[src/rtl/mem_sched_pkg.sv]
// rtl/mem_sched_pkg.sv - shared types and helpers for the memory ready scheduler
package mem_sched_pkg;

  localparam int MAX_WAIT_DEFAULT = 5;

  typedef enum logic [1:0] {
    IDLE  = 2'd0,
    WAIT  = 2'd1,
    READY = 2'd2
  } state_e;

  typedef enum logic [1:0] {
    ERR_NONE       = 2'd0,
    ERR_VALID_DROP = 2'd1,
    ERR_PAYLOAD    = 2'd2,
    ERR_ILLEGAL    = 2'd3
  } err_code_e;

  // Byte, aligned halfword and full word strobes only.
  function automatic logic wstrb_legal(input logic [3:0] wstrb);
    case (wstrb)
      4'b0000, 4'b0001, 4'b0010, 4'b0100, 4'b1000,
      4'b0011, 4'b1100, 4'b1111: return 1'b1;
      default:                   return 1'b0;
    endcase
  endfunction

endpackage

[src/rtl/mem_ready_sched_if.sv]
// rtl/mem_ready_sched_if.sv - picorv32 native memory port bundle
interface mem_ready_sched_if;

  logic        mem_valid;
  logic        mem_instr;
  logic [31:0] mem_addr;
  logic [31:0] mem_wdata;
  logic [3:0]  mem_wstrb;
  logic        mem_ready;

  modport master (
    output mem_valid, mem_instr, mem_addr, mem_wdata, mem_wstrb,
    input  mem_ready
  );

  modport slave (
    input  mem_valid, mem_instr, mem_addr, mem_wdata, mem_wstrb,
    output mem_ready
  );

endinterface

[src/rtl/mem_req_monitor.sv]
// rtl/mem_req_monitor.sv - payload latch, stability/legality checks and sticky error
module mem_req_monitor
  import mem_sched_pkg::*;
(
  input  logic        clock,
  input  logic        reset,
  input  logic        latch_en,
  input  logic        check_en,
  input  logic        valid,
  input  logic        instr,
  input  logic [31:0] addr,
  input  logic [31:0] wdata,
  input  logic [3:0]  wstrb,
  output logic        protocol_err,
  output logic [1:0]  err_code
);

  logic        instr_q;
  logic [31:0] addr_q;
  logic [31:0] wdata_q;
  logic [3:0]  wstrb_q;
  logic        err_q;
  err_code_e   code_q;
  err_code_e   cur_code;

  // Codes are tested lowest first so the lowest violation wins a tie.
  always_comb begin
    cur_code = ERR_NONE;
    if (latch_en) begin
      if (addr[1:0] != 2'b00 || !wstrb_legal(wstrb))
        cur_code = ERR_ILLEGAL;
    end else if (check_en) begin
      if (!valid)
        cur_code = ERR_VALID_DROP;
      else if (instr != instr_q || addr != addr_q || wstrb != wstrb_q ||
               (wstrb_q != 4'b0000 && wdata != wdata_q))
        cur_code = ERR_PAYLOAD;
    end
  end

  always_ff @(posedge clock or posedge reset) begin
    if (reset) begin
      instr_q <= 1'b0;
      addr_q  <= '0;
      wdata_q <= '0;
      wstrb_q <= '0;
      err_q   <= 1'b0;
      code_q  <= ERR_NONE;
    end else begin
      if (latch_en) begin
        instr_q <= instr;
        addr_q  <= addr;
        wdata_q <= wdata;
        wstrb_q <= wstrb;
      end
      if (!err_q && cur_code != ERR_NONE) begin
        err_q  <= 1'b1;
        code_q <= cur_code;
      end
    end
  end

  assign protocol_err = err_q;
  assign err_code     = code_q;

endmodule

[src/rtl/mem_ready_sched.sv]
// rtl/mem_ready_sched.sv - memory-side wait-state scheduler for the picorv32 native port
module mem_ready_sched
  import mem_sched_pkg::*;
#(
  parameter int WAIT_W   = 3,
  parameter int MAX_WAIT = MAX_WAIT_DEFAULT,
  parameter int CNT_W    = 16
) (
  input  logic              clock,
  input  logic              reset,
  mem_ready_sched_if.slave  bus,
  input  logic [WAIT_W-1:0] wait_req,
  output logic              busy,
  output logic              protocol_err,
  output logic [1:0]        err_code,
  output logic [CNT_W-1:0]  txn_count
);

  localparam logic [WAIT_W-1:0] WAIT_CAP = WAIT_W'(MAX_WAIT);

  state_e            state;
  state_e            state_next;
  logic [WAIT_W-1:0] wait_cnt;
  logic [WAIT_W-1:0] wait_cnt_next;
  logic [WAIT_W-1:0] wait_clamped;
  logic              accept;

  assign wait_clamped = (wait_req > WAIT_CAP) ? WAIT_CAP : wait_req;
  assign accept       = (state == IDLE) && bus.mem_valid;

  always_comb begin
    state_next    = state;
    wait_cnt_next = wait_cnt;
    case (state)
      IDLE: begin
        if (bus.mem_valid) begin
          wait_cnt_next = wait_clamped;
          state_next    = (wait_clamped != '0) ? WAIT : READY;
        end
      end
      WAIT: begin
        wait_cnt_next = wait_cnt - WAIT_W'(1);
        if (wait_cnt == WAIT_W'(1))
          state_next = READY;
      end
      READY:   state_next = IDLE;
      default: state_next = IDLE;
    endcase
  end

  always_ff @(posedge clock or posedge reset) begin
    if (reset) begin
      state     <= IDLE;
      wait_cnt  <= '0;
      txn_count <= '0;
    end else begin
      state    <= state_next;
      wait_cnt <= wait_cnt_next;
      if (state == READY && txn_count != '1)
        txn_count <= txn_count + CNT_W'(1);
    end
  end

  // Outputs decode the state register only, keeping inputs off the ready path.
  assign bus.mem_ready = (state == READY);
  assign busy          = (state != IDLE);

  mem_req_monitor u_monitor (
    .clock        (clock),
    .reset        (reset),
    .latch_en     (accept),
    .check_en     (busy),
    .valid        (bus.mem_valid),
    .instr        (bus.mem_instr),
    .addr         (bus.mem_addr),
    .wdata        (bus.mem_wdata),
    .wstrb        (bus.mem_wstrb),
    .protocol_err (protocol_err),
    .err_code     (err_code)
  );

endmodule

[src/flat_wrapper.sv]
// flat-port wrapper written by rule: the top's interface ports become plain ports
module mem_ready_sched_flat import mem_sched_pkg::*;
#(
  parameter int WAIT_W   = 3,
  parameter int MAX_WAIT = MAX_WAIT_DEFAULT,
  parameter int CNT_W    = 16
)
  (clock, reset, wait_req, busy, protocol_err, err_code, txn_count, bus_mem_valid, bus_mem_instr, bus_mem_addr, bus_mem_wdata, bus_mem_wstrb, bus_mem_ready);
  mem_ready_sched_if bus_i ();
  input  logic clock;
  input  logic reset;
  input  logic [WAIT_W-1:0] wait_req;
  output logic busy;
  output logic protocol_err;
  output logic [1:0] err_code;
  output logic [CNT_W-1:0] txn_count;
  input wire logic [$bits(bus_i.mem_valid)-1:0] bus_mem_valid;
  input wire logic [$bits(bus_i.mem_instr)-1:0] bus_mem_instr;
  input wire logic [$bits(bus_i.mem_addr)-1:0] bus_mem_addr;
  input wire logic [$bits(bus_i.mem_wdata)-1:0] bus_mem_wdata;
  input wire logic [$bits(bus_i.mem_wstrb)-1:0] bus_mem_wstrb;
  output wire logic [$bits(bus_i.mem_ready)-1:0] bus_mem_ready;
  assign bus_i.mem_valid = bus_mem_valid;
  assign bus_i.mem_instr = bus_mem_instr;
  assign bus_i.mem_addr = bus_mem_addr;
  assign bus_i.mem_wdata = bus_mem_wdata;
  assign bus_i.mem_wstrb = bus_mem_wstrb;
  assign bus_mem_ready = bus_i.mem_ready;
  mem_ready_sched #(.WAIT_W(WAIT_W), .MAX_WAIT(MAX_WAIT), .CNT_W(CNT_W)) u_core (.clock(clock), .reset(reset), .bus(bus_i), .wait_req(wait_req), .busy(busy), .protocol_err(protocol_err), .err_code(err_code), .txn_count(txn_count));
endmodule
[config.mk]
export PLATFORM = sky130hd
export DESIGN_NAME = mem_ready_sched_flat
export DESIGN_NICKNAME = d
export VERILOG_FILES = /design/src/rtl/mem_sched_pkg.sv /design/src/rtl/mem_ready_sched_if.sv /design/src/rtl/mem_req_monitor.sv /design/src/rtl/mem_ready_sched.sv /design/src/flat_wrapper.sv
export SDC_FILE = /design/constraint.sdc
export NUM_CORES = 1
export LEC_CHECK = 0
export CAP_MARGIN = 0
export CORE_UTILIZATION = 56
export DETAILED_ROUTE_END_ITERATION = 10
export PLACE_DENSITY = 0.9
export SETUP_SLACK_MARGIN = 0.02
export SLEW_MARGIN = 10
export SYNTH_ARGS = -nofsm -noshare
export SYNTH_HDL_FRONTEND = slang
export SYNTH_HIERARCHICAL = 1
export SYNTH_SLANG_ARGS = --single-unit
[constraint.sdc]
create_clock -name clock -period 6 [get_ports clock]
set_input_delay 0.9 -clock clock [delete_from_list [all_inputs] [get_ports clock]]
set_output_delay 0.9 -clock clock [all_outputs]
set_load 0.02 [all_outputs]
==> flow_metrics.py <==
metrics = {
    "power_and_ir_drop": {
        "clkPwrFrac_pct": 20.5,
        "internal_power_uw": 1660,
        "cellPowerDensity_nw_per_um2": 400,
        "ir_drop_v": 0.000187,
        "power.static_leakage_uw": 0.00254,
        "register_share_of_total_power_pct": 45.5,
        "combPwrFrac_pct": 34.0,
        "netSwitchingPower_uw": 749,
        "power.switching_fraction_pct": 31.1,
    },
    "cts": {
        "h-tree-depth": 3,
        "cts_hold_bufs": 0,
        "cts_tree": "yes",
        "cts_sink_cnt": 93,
        "clk_transition_reported_paths_ns": 0.08,
        "cts-buffers-inserted": 9,
        "worstSkewPairLatency_ns": 0.34,
        "total_of_cells_resized_after_clock_tree_synthesis": 0,
        "cell_at_the_root_of_the_clock_tree": "clkbuf_8",
        "cts_buffer_depth": 2,
        "cts_setup_buffers": 0,
    },
    "floorplanning": {
        "initial_utilization_pct": 57.7,
        "fp.dieW_um": 94.0,
        "die_y_um": 94.0,
        "pin_count": 96,
        "design.die.area_um2": 8840,
        "std_cell_rows": 33,
        "design.core.area_um2": 8220,
    },
    "drt": {
        "wl_um": 9310,
        "route.detailed.wl_per_inst_um": 15.7,
        "drc": 0,
        "detailedRoute.firstIterationViolations": 139,
        "via_density_per_instance": 5.57,
        "drtAntennaViolNets": 0,
        "tritonroute_pass_1_iters": 4,
        "vias": 3310,
    },
    "sta": {
        "max_clock_freq_mhz": 303,
        "slew_viol_final": 0,
        "setup_ws_ns": 2.70,
        "slew_headroom_pct": 28.0,
        "timing.final.crit_period_ns": 3.30,
        "rsz0062_at_grt": "no",
        "worstMarginPinSlew_ns": 1.08,
        "fin_tns_setup_ns": 0,
        "setup_viol": 0,
        "hold_viol": 0,
        "share_of_the_cycle_needed_by_the_critical_path_after_routing_pct": 55.0,
        "finClkSkew_ns": 0.0101,
        "hold_ws_ns": 0.515,
    },
    "cells_and_area": {
        "area_used_by_multi_input_combinational_logic_um2": 2300,
        "antenna_cells": 0,
        "layout.cells.most_common": "clkdlybuf4s50_1",
        "area_growth_syn_to_layout_pct": 27.1,
        "ratio_of_cells_with_drive_above_1_in_the_final_layout_pct": 20.9,
        "layout.core_utilization_pct": 73.3,
        "fillers": 564,
        "top_library_cells_by_usage_in_the_layout_fill_and_taps_aside": "95 x clkdlybuf4s50_1, 93 x dfrtp_1, 76 x xor2_1",
        "layout.area.seq_um2": 2330,
        "finalNetCount": 563,
    },
    "logic_synthesis": {
        "syn_inst": 388,
        "area_of_the_mapped_netlist_um2": 4740,
        "synthXorXnorAreaFrac_pct": 14.6,
        "asyncSetResetFlopFracSynth_pct": 100,
        "predominant_post_synthesis_flop_cell": "dfrtp_1",
        "sequential_fraction_of_the_synthesis_area_pct": 49.1,
        "yosys-mux-area-fraction_pct": 17.3,
        "syn_avg_cell_area_um2": 12.2,
        "synth_area_in_adders_pct": 1.06,
        "yosysWarnings": 6,
        "post_synth_net_total": 467,
        "synth-simple-area-share_pct": 10.9,
        "synth_top_family_by_area": "multiplexers",
        "netlist-cell-type-count": 45,
        "synth_compound_area_share_pct": 4.59,
        "synth_edf_count": 0,
        "ys_ff_latch": 93,
    },
    "setup_path": {
        "regToRegStartpoint": "u_core/state[0]$_DFFE_PP0P_",
        "crit_arrival_ns": 3.58,
        "crit_path_max_fanout": 40,
        "worstSetupEndpointType": "flop",
        "start_kind": "primary input",
        "timing.critical_path.required_ns": 6.28,
        "crit_type": "primary input to flop",
        "r2r.worst_path.cells": 6,
        "worst_r2r_endpoint": "u_core/u_monitor/err_code[0]$_DFFE_PP0P_",
        "r2r_setup_slack_ns": 3.21,
    },
    "placed_design": {
        "place_worst_setup_slack_ns": 2.39,
        "gp_congestion": 0.813,
        "detailedPlacementHpwl_um": 6760,
        "port_buffers": 95,
    },
    "global_route": {
        "grt_antenna_before_repair": 0,
        "remaining_global_route_overflow": 0,
        "track_usage_pct": 22.8,
        "grt_max_degree": 73,
        "grt_first_pass_wirelength_um": 15600,
        "first_global_vias": 3419,
    },
    "run": {
        "drv_cap": 0,
    },
    "worst_hold_path": {
        "min_delay_worst_endpoint": "u_core/wait_cnt[1]$_DFFE_PP0P_",
        "min-delay-path-class": "flop to flop",
        "min-delay-start": "u_core/wait_cnt[1]$_DFFE_PP0P_",
        "holdPathStages": 1,
    },
    "run_status": {
        "status": "complete, no violations",
    },
}
[cell usage after synthesis (all sizes together), types with 3 or more instances]
cell / count / area, um^2
xor2: 76 / 666
xnor2: 3 / 26.3
nor3: 4 / 20.0
ha: 4 / 50.1
a31oi: 5 / 31.3
inv: 15 / 56.3
nand2b: 4 / 25.0
nand4: 9 / 68.8
o31ai: 4 / 30.0
nor4b: 3 / 45.0
mux2: 71 / 800
a21oi: 10 / 50.1
buf: 10 / 55.1
nand2: 5 / 18.8
o21ai: 5 / 25.0
or2: 3 / 18.8
nor2: 16 / 62.6
and3: 3 / 18.8
nor4: 20 / 153
dfrtp: 93 / 2330
nand3: 5 / 25.0
[cell families (layout without fill, tap and decap cells)]
family,after synthesis,after routing
and+or+nand+nor,79,79
xor gates and xnor gates,79,79
buffers and inverters,27,128
DFF,93,93
muxes,73,73
adders and majority gates,4,4
AOI/OAI and AO/OA,33,33
[flip-flops by register name, indices dropped and copies added, names as in the netlist]
name	cells
u_core/u_monitor/addr_q	32
u_core/u_monitor/wdata_q	32
u_core/txn_count	16
u_core/u_monitor/wstrb_q	4
u_core/wait_cnt	3
u_core/state	2
u_core/u_monitor/err_code	2
u_core/u_monitor/instr_q	1
u_core/u_monitor/protocol_err	1
[per-stage QoR]
| step | cell area (um^2) | total power [uW] | cells |
|---|---|---|---|
| 3_5_place_dp | 5780 | 1920 | 578 |
| 6_report | 6020 | 2410 | 594 |
| 2_1_floorplan | 4740 | 1690 | 388 |
| 3_3_place_gp | 5780 | 1860 | 578 |
| 4_1_cts | 6020 | 2420 | 594 |
| 5_1_grt | 6020 | 2560 | 594 |
[power by group through the flow]
stage | clock network, uW | registers, uW | logic [uW]
after CTS | 504 | 1090 | 826
after detailed placement | 0 | 1100 | 818
after floorplan | 0 | 1060 | 631
after global placement | 0 | 1080 | 774
final | 493 | 1100 | 819
after global routing | 531 | 1130 | 896
[layout make-up]
class,count,share of cell area [%]
Tap cell,105,2.18
Inverter,15,0.935
Clock inverter,4,1.58
Sequential cell,93,38.6
Multi-Input combinational cell,268,38.2
Clock buffer,12,2.41
Timing Repair Buffer,97,16.0
[critical path, stage by stage]
cell	delay, ns
clkdlybuf4s50_1	0.60
inv_1	0.18
nor2_4	0.86
inv_1	0.25
o31ai_1	0.36
nor4b_2	0.24
a22o_1	0.16
[worst max path at each step]
| stage | startpoint | endpoint | slack, ns | cells after the start |
|---|---|---|---|---|
| after global placement | bus_mem_valid | u_core/u_monitor/wdata_q[10]$_DFFE_PP0P_ | 2.47 | 5 |
| final | bus_mem_valid | u_core/u_monitor/err_code[0]$_DFFE_PP0P_ | 2.70 | 7 |
| after detailed placement | bus_mem_valid | u_core/u_monitor/err_code[0]$_DFFE_PP0P_ | 2.39 | 7 |
| after global routing | bus_mem_valid | u_core/u_monitor/err_code[0]$_DFFE_PP0P_ | 2.47 | 7 |
| after floorplan | reset | u_core/u_monitor/addr_q[0]$_DFFE_PP0P_ | 3.28 | 1 |
| after CTS | bus_mem_valid | u_core/u_monitor/err_code[0]$_DFFE_PP0P_ | 2.73 | 7 |
[routing by layer]
metal	vias up	wire length (um)	track usage (%)
met5	-	0	0
met4	0	132	8.85
met3	11	353	3.32
met2	105	4800	38.7
met1	1629	4030	29.3
li1	1565	-	-
Power figures use the tool's default switching activity.
